<file path="src/rtl/xnor_based_ripple_carry_adder16_aor_enc32.sv">
// Logic-locked 16-bit ripple-carry adder with 32 key gates on the propagate and carry nets.
// Only the correct key yields A+B; any other key gives a deterministic corrupted sum.
module xnor_based_ripple_carry_adder16_aor_enc32 (
  input  logic        clk_i,
  input  logic        rst_ni,
  input  logic [15:0] add1_i,
  input  logic [15:0] add2_i,
  input  logic [31:0] keyinput,
  output logic [16:0] result_o
);

  localparam logic [31:0] KEY_CORRECT = 32'h2E798869;

  logic [16:0] carry;
  logic [15:0] prop;
  logic [15:0] prop_key;
  logic [15:0] gen;
  logic [15:0] carry_raw;
  logic [15:0] sum;

  // Key gate is XNOR where the correct key bit is 1, XOR where it is 0,
  // so each gate is transparent only at its correct key value.
  always_comb begin
    carry     = '0;
    prop      = '0;
    prop_key  = '0;
    gen       = '0;
    carry_raw = '0;
    sum       = '0;
    for (int i = 0; i < 16; i++) begin
      prop[i]      = ~(add1_i[i] ~^ add2_i[i]);
      prop_key[i]  = KEY_CORRECT[i] ? (prop[i] ~^ keyinput[i]) : (prop[i] ^ keyinput[i]);
      sum[i]       = prop_key[i] ^ carry[i];
      gen[i]       = add1_i[i] & add2_i[i];
      carry_raw[i] = gen[i] | (prop_key[i] & carry[i]);
      carry[i+1]   = KEY_CORRECT[16+i] ? (carry_raw[i] ~^ keyinput[16+i])
                                       : (carry_raw[i] ^ keyinput[16+i]);
    end
  end

  always_ff @(posedge clk_i or negedge rst_ni) begin
    if (!rst_ni) begin
      result_o <= '0;
    end else begin
      result_o <= {carry[16], sum};
    end
  end

endmodule

</file>
<file path="config.mk">
export PLATFORM = sky130hd
export DESIGN_NAME = xnor_based_ripple_carry_adder16_aor_enc32
export DESIGN_NICKNAME = d
export VERILOG_FILES = /design/src/rtl/xnor_based_ripple_carry_adder16_aor_enc32.sv
export SDC_FILE = /design/constraint.sdc
export NUM_CORES = 1
export LEC_CHECK = 0
export CAP_MARGIN = 15
export CORE_UTILIZATION = 37
export CTS_BUF_LIST = sky130_fd_sc_hd__clkbuf_16
export CTS_CLUSTER_DIAMETER = 100
export DETAILED_ROUTE_END_ITERATION = 6
export GPL_ROUTABILITY_DRIVEN = 0
export GPL_TIMING_DRIVEN = 0
export PLACE_DENSITY = 0.95
export SLEW_MARGIN = 0
export SYNTH_ARGS = -nofsm -noshare
export SYNTH_HDL_FRONTEND = slang
export SYNTH_SLANG_ARGS = --single-unit
</file>
<file path="constraint.sdc">
create_clock -name clk_i -period 1.1 [get_ports clk_i]
set_input_delay 0.22 -clock clk_i [delete_from_list [all_inputs] [get_ports clk_i]]
set_output_delay 0.22 -clock clk_i [all_outputs]
set_load 0.02 [all_outputs]
</file>
==> flow_summary.ini, run 1 <==
[hold_path]
hp-class = in2reg
whs_path_depth = 3
hp-start = add1_i[0]

[die]
coreArea_um2 = 2850
initial_utilization_pct = 40.3
die_area_um2 = 3330
num_rows = 19
io-pin-count = 83
die_height_um = 57.7
fp.dieW_um = 57.7

[power_and_ir_drop]
p_leak_nw = 0.988
power_mw = 3.30
peakVddDrop_mv = 1.21
p_per_area_nw_per_um2 = 1430

[placement]
dpl.hpwl_um = 2620
pre_cts_ws_ns = -6.24
io_buffers = 82
placed_area_um2 = 2080

[logic_synthesis]
synthXorXnorAreaFrac_pct = 24.4
synth_fp_nets = 192
syn_inst = 95
synth_compound_area_share_pct = 0
muxShareOfSynthArea_pct = 0
synth-simple-area-share_pct = 4.90
yosys-top-cells-area = dfrtp_1 (37%), ha_1 (34%), xor2_1 (14%)
synthFlopType = dfrtp_1
synth_cell_types = 5
ys_seq_area_share_pct = 37.0
synth_top_family_by_area = adder cells
synth_warnings = 0
synth.most_common_cell = ha_1
netlist.area_leader.share_pct = 37.0
synthArstFlopShare_pct = 100
synthTopCellsByCount = ha_1 (31), xor2_1 (18), dfrtp_1 (17)
yosysTopAreaCell = dfrtp_1
synth_adder_area_share_pct = 33.7
synth_edf_count = 0
synth-seq-cells = 17
syn_avg_cell_area_um2 = 12.1
synth.cell_area_um2 = 1150

[final_layout]
top_regs = result_o x17
fin_area_um2 = 2320
nFillCells = 163
final_util_pct = 81.2
max_flop_register = result_o
diodes = 0
largest_register_ffs = 17
syn_to_final_growth_pct = 102
finish.net_count = 279
drive_gt1_share_pct = 37.0

[global_routing]
grtUsageTotal_pct = 20.7
grt_max_degree = 18
grt_overflow_total = 0
grt_antenna_before_repair = 0
grt_pass1_wl_um = 4960
grt_pass1_vias = 1136

[sta]
finalSetupViolations = 15
period_needed_ns = 6.70
tightest_slew_ns = 0.761
rsz0062_at_grt = true
timing.final.crit_share_pct = 609
slew_headroom_pct = 49.1
worst_hold_slack_ns = 0.300
hold_viol = 0
fmax_ghz = 0.149
slew_viol_final = 0
layout_setup_ws_ns = -5.60

[clock_tree]
cts_buffer_depth = 2
clkSlewWorstSetupHoldPaths_ns = 0.05
clock_sinks = 17
numCtsBuffers = 3
ctsRootBufferMaster = clkbuf_16
cts_tree = done
post_cts_buffers = 0
htreeDepth = 1

[routing]
via_per_inst = 4.87
first_pass_iters = 6
routed_wl_um = 3740
drt_iter0_markers = 28
num_vias = 1033
wl_per_cell_um = 17.7
drc = 10
antenna_left = 0

[worst_setup_path]
cp_common_cell = ha_2
crit_slowest_cell = ha_4
required_ns = 1.26
max_stage_delay_ns = 0.25
path_max_fanout = 1
crit_start = add1_i[1]
endpoint_kind = flop
arrival_ns = 6.86
cp-start-kind = input pin
worstSetupPathType = in2reg

[run_status]
violations = DRC, setup timing
status = finished, violations left

[run]
drv_cap = 0
-- final timing paths --
kind | to | slack [ns]
setup / recovery | result_o[16] | -5.60
hold / removal | result_o[0] | 0.30
min in group asynchronous | result_o[12] | 0.43
max in group asynchronous | result_o[14] | 0.20
-- power by group --
part,leakage (nW),internal [mW],switching (mW)
Sequential,0.198,0.845,0.0640
Clock,0.0423,0.481,0.219
Combinational,0.747,0.848,0.845
Total,0.988,2.17,1.13
-- cell type report --
cell class	instances	area, µm²	area share, %
multi-input cells	78	987	42.6
repair buffers	82	787	34.0
clock buffers	3	75.1	3.24
clock inverters	1	3.75	0.162
flip-flops and latches	17	425	18.4
well taps	31	38.8	1.67
-- critical path, delay by kind of cell --
kind	cells	cell delay, ns
simple gates	15	0.99
buf+inv	1	0.09
fa+ha+maj	16	3.11
xor+xnor	16	2.45
-- per-layer routing --
| layer | part of all wire (%) | track usage [%] |
|---|---|---|
| met3 | 12 | 7.14 |
| met4 | 3.7 | 7.14 |
| met1 | 28 | 17.7 |
| met5 | 0 | 0 |
| met2 | 56 | 43.2 |
-- kinds of logic (layout without fill, tap and decap cells) --
group	after synthesis	count (layout)
xor gates and xnor gates	32	32
adders and majority gates	31	31
buffers and inverters	0	86
DFF	17	17
and+or+nand+nor	15	15
-- cells in the final DEF (no fill, tap or decap) --
cell,instances
clkdlybuf4s50_1,58
dfrtp_1,17
xor2_1,14
ha_1,13
ha_2,11
clkdlybuf4s15_2,10
nor2_2,8
xnor2_1,8
nor2_4,7
ha_4,7
xnor2_2,6
buf_2,5
xor2_2,4
clkbuf_2,4
clkbuf_16,3
dlygate4sd2_1,3
buf_6,2
inv_1,1
-- repair_timing --
item,in CTS,in global routing
endpoints found under the setup margin,33,22
hold buffers,0,0
cloned,0,0
pin swaps,44,37
resized for setup,76,26
-- per-stage QoR --
| stage | TNS (ns) | cells |
|---|---|---|
| after global placement | -55.51 | 208 |
| after floorplan | -41.99 | 95 |
| after global routing | -47.33 | 212 |
| after detailed placement | -57.93 | 208 |
| final | -44.79 | 212 |
| after CTS | -46.77 | 212 |
Power figures use the tool's default switching activity.
==> inputs of run 2 (changes only) <==
--- a/constraint.sdc
+++ b/constraint.sdc
@@ -3,2 +3,2 @@
 set_output_delay 0.22 -clock clk_i [all_outputs]
-set_load 0.02 [all_outputs]
+set_load 0.05 [all_outputs]
==> flow_summary.ini, run 2 (synthesis gave the netlist of run 1 again) <==
[power_and_ir_drop]
swShare_pct = 43.9
p_leak_nw = 0.975
pwr-share-comb_pct = 56.6
p_per_area_nw_per_um2 = 1650
p_sw_mw = 1.62
pwr-share-clk_pct = 19.0
peakVddDrop_mv = 1.12
intPower_mw = 2.08
p_seq_share_pct = 24.4

[worst_setup_path]
worstSetupPathType = in2reg
max_stage_delay_ns = 0.25
arrival_ns = 6.73
endpoint_kind = flop
cp_common_cell = ha_2
crit_slowest_cell = ha_4
required_ns = 1.23
cp-start-kind = input pin
path_max_fanout = 1

[final_layout]
nFillCells = 180
max_flop_register = result_o
syn_to_final_growth_pct = 94.6
diodes = 0
top_regs = result_o x17
finish.net_count = 279
final_cell_mix = clkdlybuf4s50_1 (58), buf_2 (19), dfrtp_1 (17)
largest_register_ffs = 17
final_common_cell = clkdlybuf4s50_1
multi_input_area_um2 = 970
register_area_um2 = 425
final_util_pct = 78.4
drive_gt1_share_pct = 36.5

[run_status]
violations = DRC, setup timing
status = finished, violations left

[clock_tree]
cts_hold_buf = 0
cts_buffer_depth = 2
clkSlewWorstSetupHoldPaths_ns = 0.05
htreeDepth = 1
cts_tree = done
numCtsBuffers = 3
post_cts_buffers = 0
ctsRootBufferMaster = clkbuf_16
clock_sinks = 17

[sta]
tns_ns = -44.20
slew_viol_final = 0
timing.final.crit_share_pct = 600
period_needed_ns = 6.60
hold_viol = 0
fmax_ghz = 0.151
layout_setup_ws_ns = -5.50
rsz0062_at_grt = true
finalSetupViolations = 15
tightest_slew_ns = 0.770
slew_headroom_pct = 48.5

[routing]
drt_iter0_markers = 20
drt-met1-wl_um = 986
wl_met3_um = 439
antenna_left = 0
via_per_inst = 4.83
wl_met2_um = 2120
num_vias = 1024
routed.top_layer = met4
drc = 10
routed_wl_um = 3590
wl_per_cell_um = 16.9
first_pass_iters = 6

[die]
num_rows = 19
die_height_um = 57.7
initial_utilization_pct = 40.3
coreArea_um2 = 2850
die_area_um2 = 3330
io-pin-count = 83
fp.dieW_um = 57.7

[placement]
dpl.hpwl_um = 2620
io_buffers = 82
pre_cts_ws_ns = -6.24

[run]
drv_cap = 0

[hold_path]
worstHoldEndpoint = result_o[0]
hp-class = in2reg
whs_path_depth = 3
hp-start = add1_i[0]

[global_routing]
grtUsageTotal_pct = 20.8
grt_overflow_total = 0
grt_max_degree = 18
grt_pass1_wl_um = 4990
grt_antenna_before_repair = 0
grt_pass1_vias = 1147
## run 2: cell types whose count changed in the layout (fill, tap and decap cells not counted)
cell,before,now
ha_4,7,6
buf_2,5,19
clkdlybuf4s15_2,10,0
clkbuf_2,4,0
xor2_1,14,15
xor2_2,4,3
ha_2,11,12
## run 2: worst max-delay path by stage
stage               cells after the start  slack [ns]  startpoint           end
finish                                 48       -5.50   add1_i[1]  result_o[16]
global route                           48       -5.85   add1_i[1]  result_o[16]
CTS                                    48       -5.81   add2_i[1]  result_o[16]
detailed placement                     48       -6.24   add1_i[1]  result_o[16]
global placement                       48       -5.89   add1_i[1]  result_o[16]
floorplan                              47       -5.07   add2_i[1]  result_o[16]
## run 2: power by group through the flow
stage / sequential, mW / clock, mW / combinational, mW
4_1_cts: 0.892 / 0.713 / 1.96
2_1_floorplan: 1.71 / 0 / 0.444
6_report: 0.902 / 0.703 / 2.09
5_1_grt: 0.915 / 0.747 / 2.21
3_5_place_dp: 0.911 / 0 / 2.11
3_3_place_gp: 0.902 / 0 / 2.01
## run 2: per-layer routing
metal | vias to the layer above | track usage (%)
met5 | - | 0
met4 | 0 | 7.14
met3 | 4 | 7.59
met2 | 54 | 43.2
met1 | 482 | 17.7
li1 | 484 | -
## run 2: layout make-up
cell class                 instances  area share, %
multi-input combinational         78           43.3
timing repair buffer              82           32.4
sequential                        17           19.0
clock buffer                       3           3.36
tap                               31           1.73
clock inverter                     1          0.168
## run 2: critical path: cells and delay by family
family | cells | cell delay, ns
xor gates and xnor gates | 16 | 2.43
adders and majority gates | 16 | 3.07
buffers and inverters | 1 | 0.09
and+or+nand+nor | 15 | 0.89
## run 2: what timing repair did
item / 4_1_cts / 5_1_grt
gates resized for setup: 114 / 17
endpoints found under the hold margin: 0 / 0
setup endpoints to repair: 33 / 15
gates cloned: 0 / 0
pin swaps: 44 / 36
## run 2: per-stage QoR
step	area (µm²)	power, mW	cells	hold slack [ns]
2_1_floorplan	1220	2.16	95	-0.0756
3_3_place_gp	2080	2.91	208	0.727
3_5_place_dp	2080	3.02	208	0.717
4_1_cts	2110	3.57	212	0.306
5_1_grt	2240	3.87	212	0.306
6_report	2240	3.70	212	0.301
